## config.mk

```make
export PLATFORM = sky130hd
export DESIGN_NAME = miriscv_lsu
export DESIGN_NICKNAME = d
export VERILOG_FILES = /design/src/rtl/miriscv_lsu_pkg.sv /design/src/rtl/miriscv_lsu_align.sv /design/src/rtl/miriscv_lsu.sv
export SDC_FILE = /design/constraint.sdc
export NUM_CORES = 1
export LEC_CHECK = 0
export CAP_MARGIN = 15
export CORE_MARGIN = 3
export CORE_UTILIZATION = 31
export DETAILED_ROUTE_END_ITERATION = 7
export PLACE_DENSITY_LB_ADDON = 0.3
export SLEW_MARGIN = 15
export SYNTH_ARGS = -nofsm -noshare
export SYNTH_HDL_FRONTEND = slang
export SYNTH_HIERARCHICAL = 1
export SYNTH_SLANG_ARGS = --single-unit
```

## constraint.sdc

```tcl
create_clock -name clk_i -period 3.9 [get_ports clk_i]
set_input_delay 1.17 -clock clk_i [delete_from_list [all_inputs] [get_ports clk_i]]
set_output_delay 1.17 -clock clk_i [all_outputs]
set_load 0.05 [all_outputs]
```

## src/rtl/miriscv_lsu_pkg.sv

```systemverilog
// miriscv load/store unit: shared types.
// Access size encodings and LSU FSM states.
package miriscv_lsu_pkg;

  localparam logic [1:0] LSU_BYTE = 2'b00;
  localparam logic [1:0] LSU_HALF = 2'b01;
  localparam logic [1:0] LSU_WORD = 2'b10;

  typedef enum logic {
    IDLE = 1'b0,
    WAIT = 1'b1
  } lsu_state_t;

endpackage

```

## src/rtl/miriscv_lsu_align.sv

```systemverilog
// miriscv load/store unit: lane alignment.
// Byte enables, store replication, misalign check, load extension.
module miriscv_lsu_align
  import miriscv_lsu_pkg::*;
(
  input  logic [1:0]  size_i,
  input  logic [1:0]  offset_i,
  input  logic        uns_i,
  input  logic [31:0] wdata_i,
  input  logic [31:0] rdata_i,
  output logic [3:0]  be_o,
  output logic [31:0] wdata_rep_o,
  output logic        misalign_o,
  output logic [31:0] rdata_ext_o
);

  logic [7:0]  lane_b;
  logic [15:0] lane_h;

  // pick the addressed byte/half out of the response word
  always_comb begin
    lane_b = rdata_i[7:0];
    unique case (offset_i)
      2'd0: lane_b = rdata_i[7:0];
      2'd1: lane_b = rdata_i[15:8];
      2'd2: lane_b = rdata_i[23:16];
      2'd3: lane_b = rdata_i[31:24];
      default: lane_b = rdata_i[7:0];
    endcase
    lane_h = offset_i[1] ? rdata_i[31:16] : rdata_i[15:0];
  end

  // per-size enables, replication, alignment and extension
  always_comb begin
    be_o        = 4'b1111;
    wdata_rep_o = wdata_i;
    misalign_o  = 1'b0;
    rdata_ext_o = rdata_i;
    unique case (size_i)
      LSU_BYTE: begin
        be_o        = 4'b0001 << offset_i;
        wdata_rep_o = {4{wdata_i[7:0]}};
        rdata_ext_o = {{24{~uns_i & lane_b[7]}}, lane_b};
      end
      LSU_HALF: begin
        be_o        = offset_i[1] ? 4'b1100 : 4'b0011;
        wdata_rep_o = {2{wdata_i[15:0]}};
        misalign_o  = offset_i[0];
        rdata_ext_o = {{16{~uns_i & lane_h[15]}}, lane_h};
      end
      default: begin
        be_o        = 4'b1111;
        wdata_rep_o = wdata_i;
        misalign_o  = |offset_i;
        rdata_ext_o = rdata_i;
      end
    endcase
  end

endmodule

```

## src/rtl/miriscv_lsu.sv

```systemverilog
// miriscv load/store unit: top level.
// One req/rvalid transaction per core access, with rvalid timeout.
module miriscv_lsu
  import miriscv_lsu_pkg::*;
#(
  parameter int RVALID_TIMEOUT = 16
) (
  input  logic        clk_i,
  input  logic        arstn_i,
  input  logic        lsu_req_i,
  input  logic        lsu_we_i,
  input  logic [1:0]  lsu_size_i,
  input  logic        lsu_uns_i,
  input  logic [31:0] lsu_addr_i,
  input  logic [31:0] lsu_wdata_i,
  output logic [31:0] lsu_rdata_o,
  output logic        lsu_stall_o,
  output logic        lsu_misalign_o,
  output logic        lsu_err_o,
  output logic        data_req_o,
  output logic        data_we_o,
  output logic [3:0]  data_be_o,
  output logic [31:0] data_addr_o,
  output logic [31:0] data_wdata_o,
  input  logic        data_rvalid_i,
  input  logic [31:0] data_rdata_i
);

  localparam int CW = $clog2(RVALID_TIMEOUT);
  localparam logic [CW-1:0] CNT_LAST = CW'(RVALID_TIMEOUT - 1);

  lsu_state_t    state_q, state_d;
  logic [1:0]    off_q, off_d;
  logic [1:0]    size_q, size_d;
  logic          uns_q, uns_d;
  logic          we_q, we_d;
  logic [CW-1:0] cnt_q, cnt_d;

  logic        in_wait;
  logic [1:0]  al_size;
  logic [1:0]  al_off;
  logic        al_uns;
  logic [3:0]  al_be;
  logic [31:0] al_wdata;
  logic        al_mis;
  logic [31:0] al_rdata;
  logic        issue;
  logic        resp;
  logic        tmo;

  // live request context while idle, stored context while waiting
  assign in_wait = (state_q == WAIT);
  assign al_size = in_wait ? size_q : lsu_size_i;
  assign al_off  = in_wait ? off_q : lsu_addr_i[1:0];
  assign al_uns  = in_wait ? uns_q : lsu_uns_i;

  miriscv_lsu_align u_align (
    .size_i      (al_size),
    .offset_i    (al_off),
    .uns_i       (al_uns),
    .wdata_i     (lsu_wdata_i),
    .rdata_i     (data_rdata_i),
    .be_o        (al_be),
    .wdata_rep_o (al_wdata),
    .misalign_o  (al_mis),
    .rdata_ext_o (al_rdata)
  );

  assign issue = ~in_wait & lsu_req_i & ~al_mis;
  assign resp  = in_wait & data_rvalid_i;
  assign tmo   = in_wait & ~data_rvalid_i & (cnt_q == CNT_LAST);

  // state, request context and timeout counter
  always_ff @(posedge clk_i or negedge arstn_i) begin
    if (!arstn_i) begin
      state_q <= IDLE;
      off_q   <= '0;
      size_q  <= '0;
      uns_q   <= 1'b0;
      we_q    <= 1'b0;
      cnt_q   <= '0;
    end else begin
      state_q <= state_d;
      off_q   <= off_d;
      size_q  <= size_d;
      uns_q   <= uns_d;
      we_q    <= we_d;
      cnt_q   <= cnt_d;
    end
  end

  // next state: issue from IDLE, leave WAIT on response or timeout
  always_comb begin
    state_d = state_q;
    off_d   = off_q;
    size_d  = size_q;
    uns_d   = uns_q;
    we_d    = we_q;
    cnt_d   = cnt_q;
    unique case (state_q)
      IDLE: begin
        if (issue) begin
          state_d = WAIT;
          off_d   = lsu_addr_i[1:0];
          size_d  = lsu_size_i;
          uns_d   = lsu_uns_i;
          we_d    = lsu_we_i;
          cnt_d   = '0;
        end
      end
      WAIT: begin
        cnt_d = cnt_q + CW'(1);
        if (resp || tmo) state_d = IDLE;
      end
      default: state_d = IDLE;
    endcase
  end

  // outputs, forced to zero while reset is asserted
  always_comb begin
    lsu_rdata_o    = '0;
    lsu_stall_o    = 1'b0;
    lsu_misalign_o = 1'b0;
    lsu_err_o      = 1'b0;
    data_req_o     = 1'b0;
    data_we_o      = 1'b0;
    data_be_o      = '0;
    data_addr_o    = '0;
    data_wdata_o   = '0;
    if (arstn_i) begin
      unique case (state_q)
        IDLE: begin
          if (lsu_req_i && al_mis) begin
            lsu_misalign_o = 1'b1;
          end else if (lsu_req_i) begin
            data_req_o   = 1'b1;
            data_we_o    = lsu_we_i;
            data_be_o    = al_be;
            data_addr_o  = {lsu_addr_i[31:2], 2'b00};
            data_wdata_o = al_wdata;
            lsu_stall_o  = 1'b1;
          end
        end
        WAIT: begin
          lsu_stall_o = ~(resp | tmo);
          lsu_err_o   = tmo;
          if (resp && !we_q) lsu_rdata_o = al_rdata;
        end
        default: ;
      endcase
    end
  end

endmodule
```

==> results by group <==
Setup path
  – Crit-path max cell delay: 0.52 ns
  – Worst EP required: 2.73 ns
  – Reg2Reg Depth: 7
  – CP delay by family, top: buffers and inverters
  – Critical Path AT: 2.93 ns
  – Worst r2r src: in_wait
  – Crit Path Category: in2out
  – Critical-path cell list: clkdlybuf4s50_1 -> inv_2 -> nor4b_4 -> buf_6 -> buf_12 -> buf_12 -> buf_12 -> buf_16 -> and2_4 -> buf_12
  – Crit. End Element: primary output
  – Slowest CP cell: clkdlybuf4s50_1
  – Max Fanout on Critical Path: 5
  – Cell mode on critical path: buf_12
  – Crit path buf inv count: 8
  – Crit start category: input pin
  – R2R setup slack: 1.59 ns
  – R2r endpoint: size_q[1]

Die
  – Core Region: about 7900 um2
  – Ports: around 210
  – Die area: ~9500 um2
  – Initial Utilization: 0.328
  – Die height: between 90 and 100 um
  – DIE WIDTH: 97.3 um
  – Core Rows: 32

STA
  – Post-route clock period utilization: 1.05
  – Fin crit period: 4.10 ns
  – Final hold violation count: 0
  – Final setup vio count: 100
  – Max Fclk: 0.244 GHz
  – Slew @ Worst Pin: between 0.5 and 0.6 ns
  – Rel. slew slack: 0.640
  – RSZ-0062 raised after global routing: true
  – Fin. max-slew vios: 0
  – Final Skew: a little over 0.004 ns
  – Final worst slack: -0.197 ns

Clock tree
  – Clk_lat worst skew: ~0.24 ns
  – Reg clk slew, reported paths: about 0.050 ns
  – Clk root buf: clkbuf_8
  – Sink Count: 11
  – Longest Clk Path Bufs: 2
  – Htree depth: 1
  – TritonCTS buffer count: 3
  – CTS tree: built
  – Hold buffers post-CTS: 0

Yosys
  – Seq/Total Area, Yosys: 0.107
  – Ys async rst share: 1.00
  – Netlist Area Pre-Place: 2580 um2
  – Most used flip-flop cell after synthesis: dfrtp_1
  – Syn avg cell area: 7.26 um2
  – Number of synthesized flops with an enable pin: 0
  – Count of cell types in the netlist: just over 40
  – Post-synthesis cell count: around 360
  – Synth Register Bits: 11
  – Synth Warn #: 6

Min path
  – Hold path startpoint: cnt_q[3]
  – Class of the worst hold path: reg2reg
  – Hold EP: cnt_q[3]
  – Worst Hold Path Cells: 1

Global routing
  – GRT overflow: 0
  – Largest net degree at the start of global routing: 33
  – First-pass GRT wire length: 21500 um
  – Initial antenna violation count: 0
  – Vias in the first global route: 3949
  – GRT Overall Usage: 0.283

Routing
  – Routed WL: around 16000 um
  – Drt drc: 0
  – DR vias/cell: 5.63
  – Via Count: slightly below 4000
  – Iter 0 DRT Violations: 275
  – Post-DRT Antenna Nets: 0
  – DR WL/cell: 22.7 um
  – Drt first pass iters: 6

Finish
  – Final Non-Filler Cells: 699
  – Synth-to-layout area growth: 176%
  – Nets: 703
  – Fill cells: 317
  – Most common cell after layout, fill and taps aside: buf_12
  – ANT cells: 0
  – Multi-input gate area: 2630 um2
  – Leading cell types in the layout, fill and taps excluded: buf_12 (114), and2_4 (100), clkdlybuf4s50_1 (94), nand2_1 (51), buf_4 (31)
  – Share of cells above drive strength 1: 0.601
  – Reg area: 275 um2

Place
  – Post-DP HPWL: 9510 um
  – Port buffer count: 206
  – GP Congestion: 0.806
  – Placed Cells: about 660

Pwr
  – Maximum VDD drop: 0.000411 V
  – Pleak: slightly above 3 nW
  – Total Power: ~3.6 mW
  – PwrDens: between 500 and 600 nW/um2

Job
  – MaxCap Viol Count: 0

Run status
  – Failing checks: setup timing
  – Status: finished, violations left
-- registers in the layout (all words and copies together), names as in the netlist --
register,flops
size_q,2
we_q,1
cnt_q,4
off_q,2
in_wait,1
uns_q,1
-- synth_stat cells, types with 2 or more instances --
cell type,number,area share
a211oi_1,6,0.017
a21o_1,2,0.0058
a21oi_1,2,0.0039
a221o_1,8,0.031
a22o_1,10,0.034
and2_1,100,0.24
buf_2,8,0.015
buf_4,12,0.035
buf_6,4,0.017
clkbuf_1,18,0.026
dfrtp_1,11,0.11
inv_1,6,0.0087
mux2_2,21,0.092
mux2i_1,13,0.050
mux4_2,6,0.052
nand2_1,52,0.076
nand2b_1,2,0.0048
nand3b_1,2,0.0058
nor2_1,11,0.016
nor2b_1,8,0.019
o21ai_0,28,0.054
o21bai_1,2,0.0058
o22ai_1,6,0.015
-- worst max-delay path by stage --
stage	from	endpoint	cells past startpoint
after floorplan	lsu_size_i[1]	data_addr_o[10]	9
after global placement	lsu_addr_i[1]	data_be_o[1]	8
after detailed placement	lsu_addr_i[1]	lsu_rdata_o[1]	9
after CTS	lsu_addr_i[0]	data_be_o[1]	12
after global routing	lsu_addr_i[0]	data_wdata_o[22]	12
final	lsu_req_i	data_wdata_o[30]	10
-- through the flow --
stage | util | instance area, um2 | setup slack [ns] | hold slack [ns] | setup TNS, ns
after floorplan | - | 2810 | -0.188 | 0.459 | -11.64
after global placement | 0.773 | 6090 | -0.535 | 0.477 | -46.85
after detailed placement | 0.773 | 6090 | -0.543 | 0.494 | -49.15
after CTS | 0.878 | 6920 | -0.216 | 0.505 | -12.85
after global routing | 0.904 | 7130 | -0.242 | 0.529 | -14.18
final | 0.904 | 7130 | -0.197 | 0.489 | -9.60
-- metal layers --
layer | GRT usage | routed length, um
met3 | 0.0503 | 1460
met4 | 0.0863 | 866
met2 | 0.538 | 8320
met5 | 0 | 0
met1 | 0.318 | 5210
-- timing repair --
action / 4_1_cts / 5_1_grt
setup endpoints to repair: 102 / 100
gates resized for setup: 143 / 70
buffers inserted: 21 / 5
hold endpoints to repair: 0 / 0
cloned: 13 / 2
pin swaps: 48 / 27
-- area by class of cell --
| cell class | instances | share of cell area |
|---|---|---|
| repair buffers | 276 | 0.566 |
| multi-input cells | 300 | 0.368 |
| well taps | 102 | 0.0179 |
| flip-flops and latches | 11 | 0.0386 |
| inverters | 6 | 0.00316 |
| clock buffers | 4 | 0.00632 |
-- report_power, final --
part	total, mW	internal (mW)	switching [mW]
logic	3.25	1.67	1.58
clock network	0.118	0.0720	0.0456
registers	0.221	0.165	0.0563
total	3.59	1.91	1.68
-- cells by family after synthesis --
kind of cell	count (synthesis)	synth area share
buf+inv	48	0.103
compound gates	70	0.186
other cells	1	0.00145
fa+ha+maj	1	0.00484
xor+xnor	1	0.00339
simple gates	184	0.401
mux	40	0.194
flops	11	0.107
-- worst register-to-register path: cells and delay by family, from the launching register on --
kind,cells,cell delay [ns]
flip-flops,1,0.68
buffers and inverters,2,0.34
AO/OA/AOI/OAI,1,0.18
multiplexers,2,0.75
AND/OR/NAND/NOR,2,0.24
No activity file was read; power rests on OpenSTA's default activity.
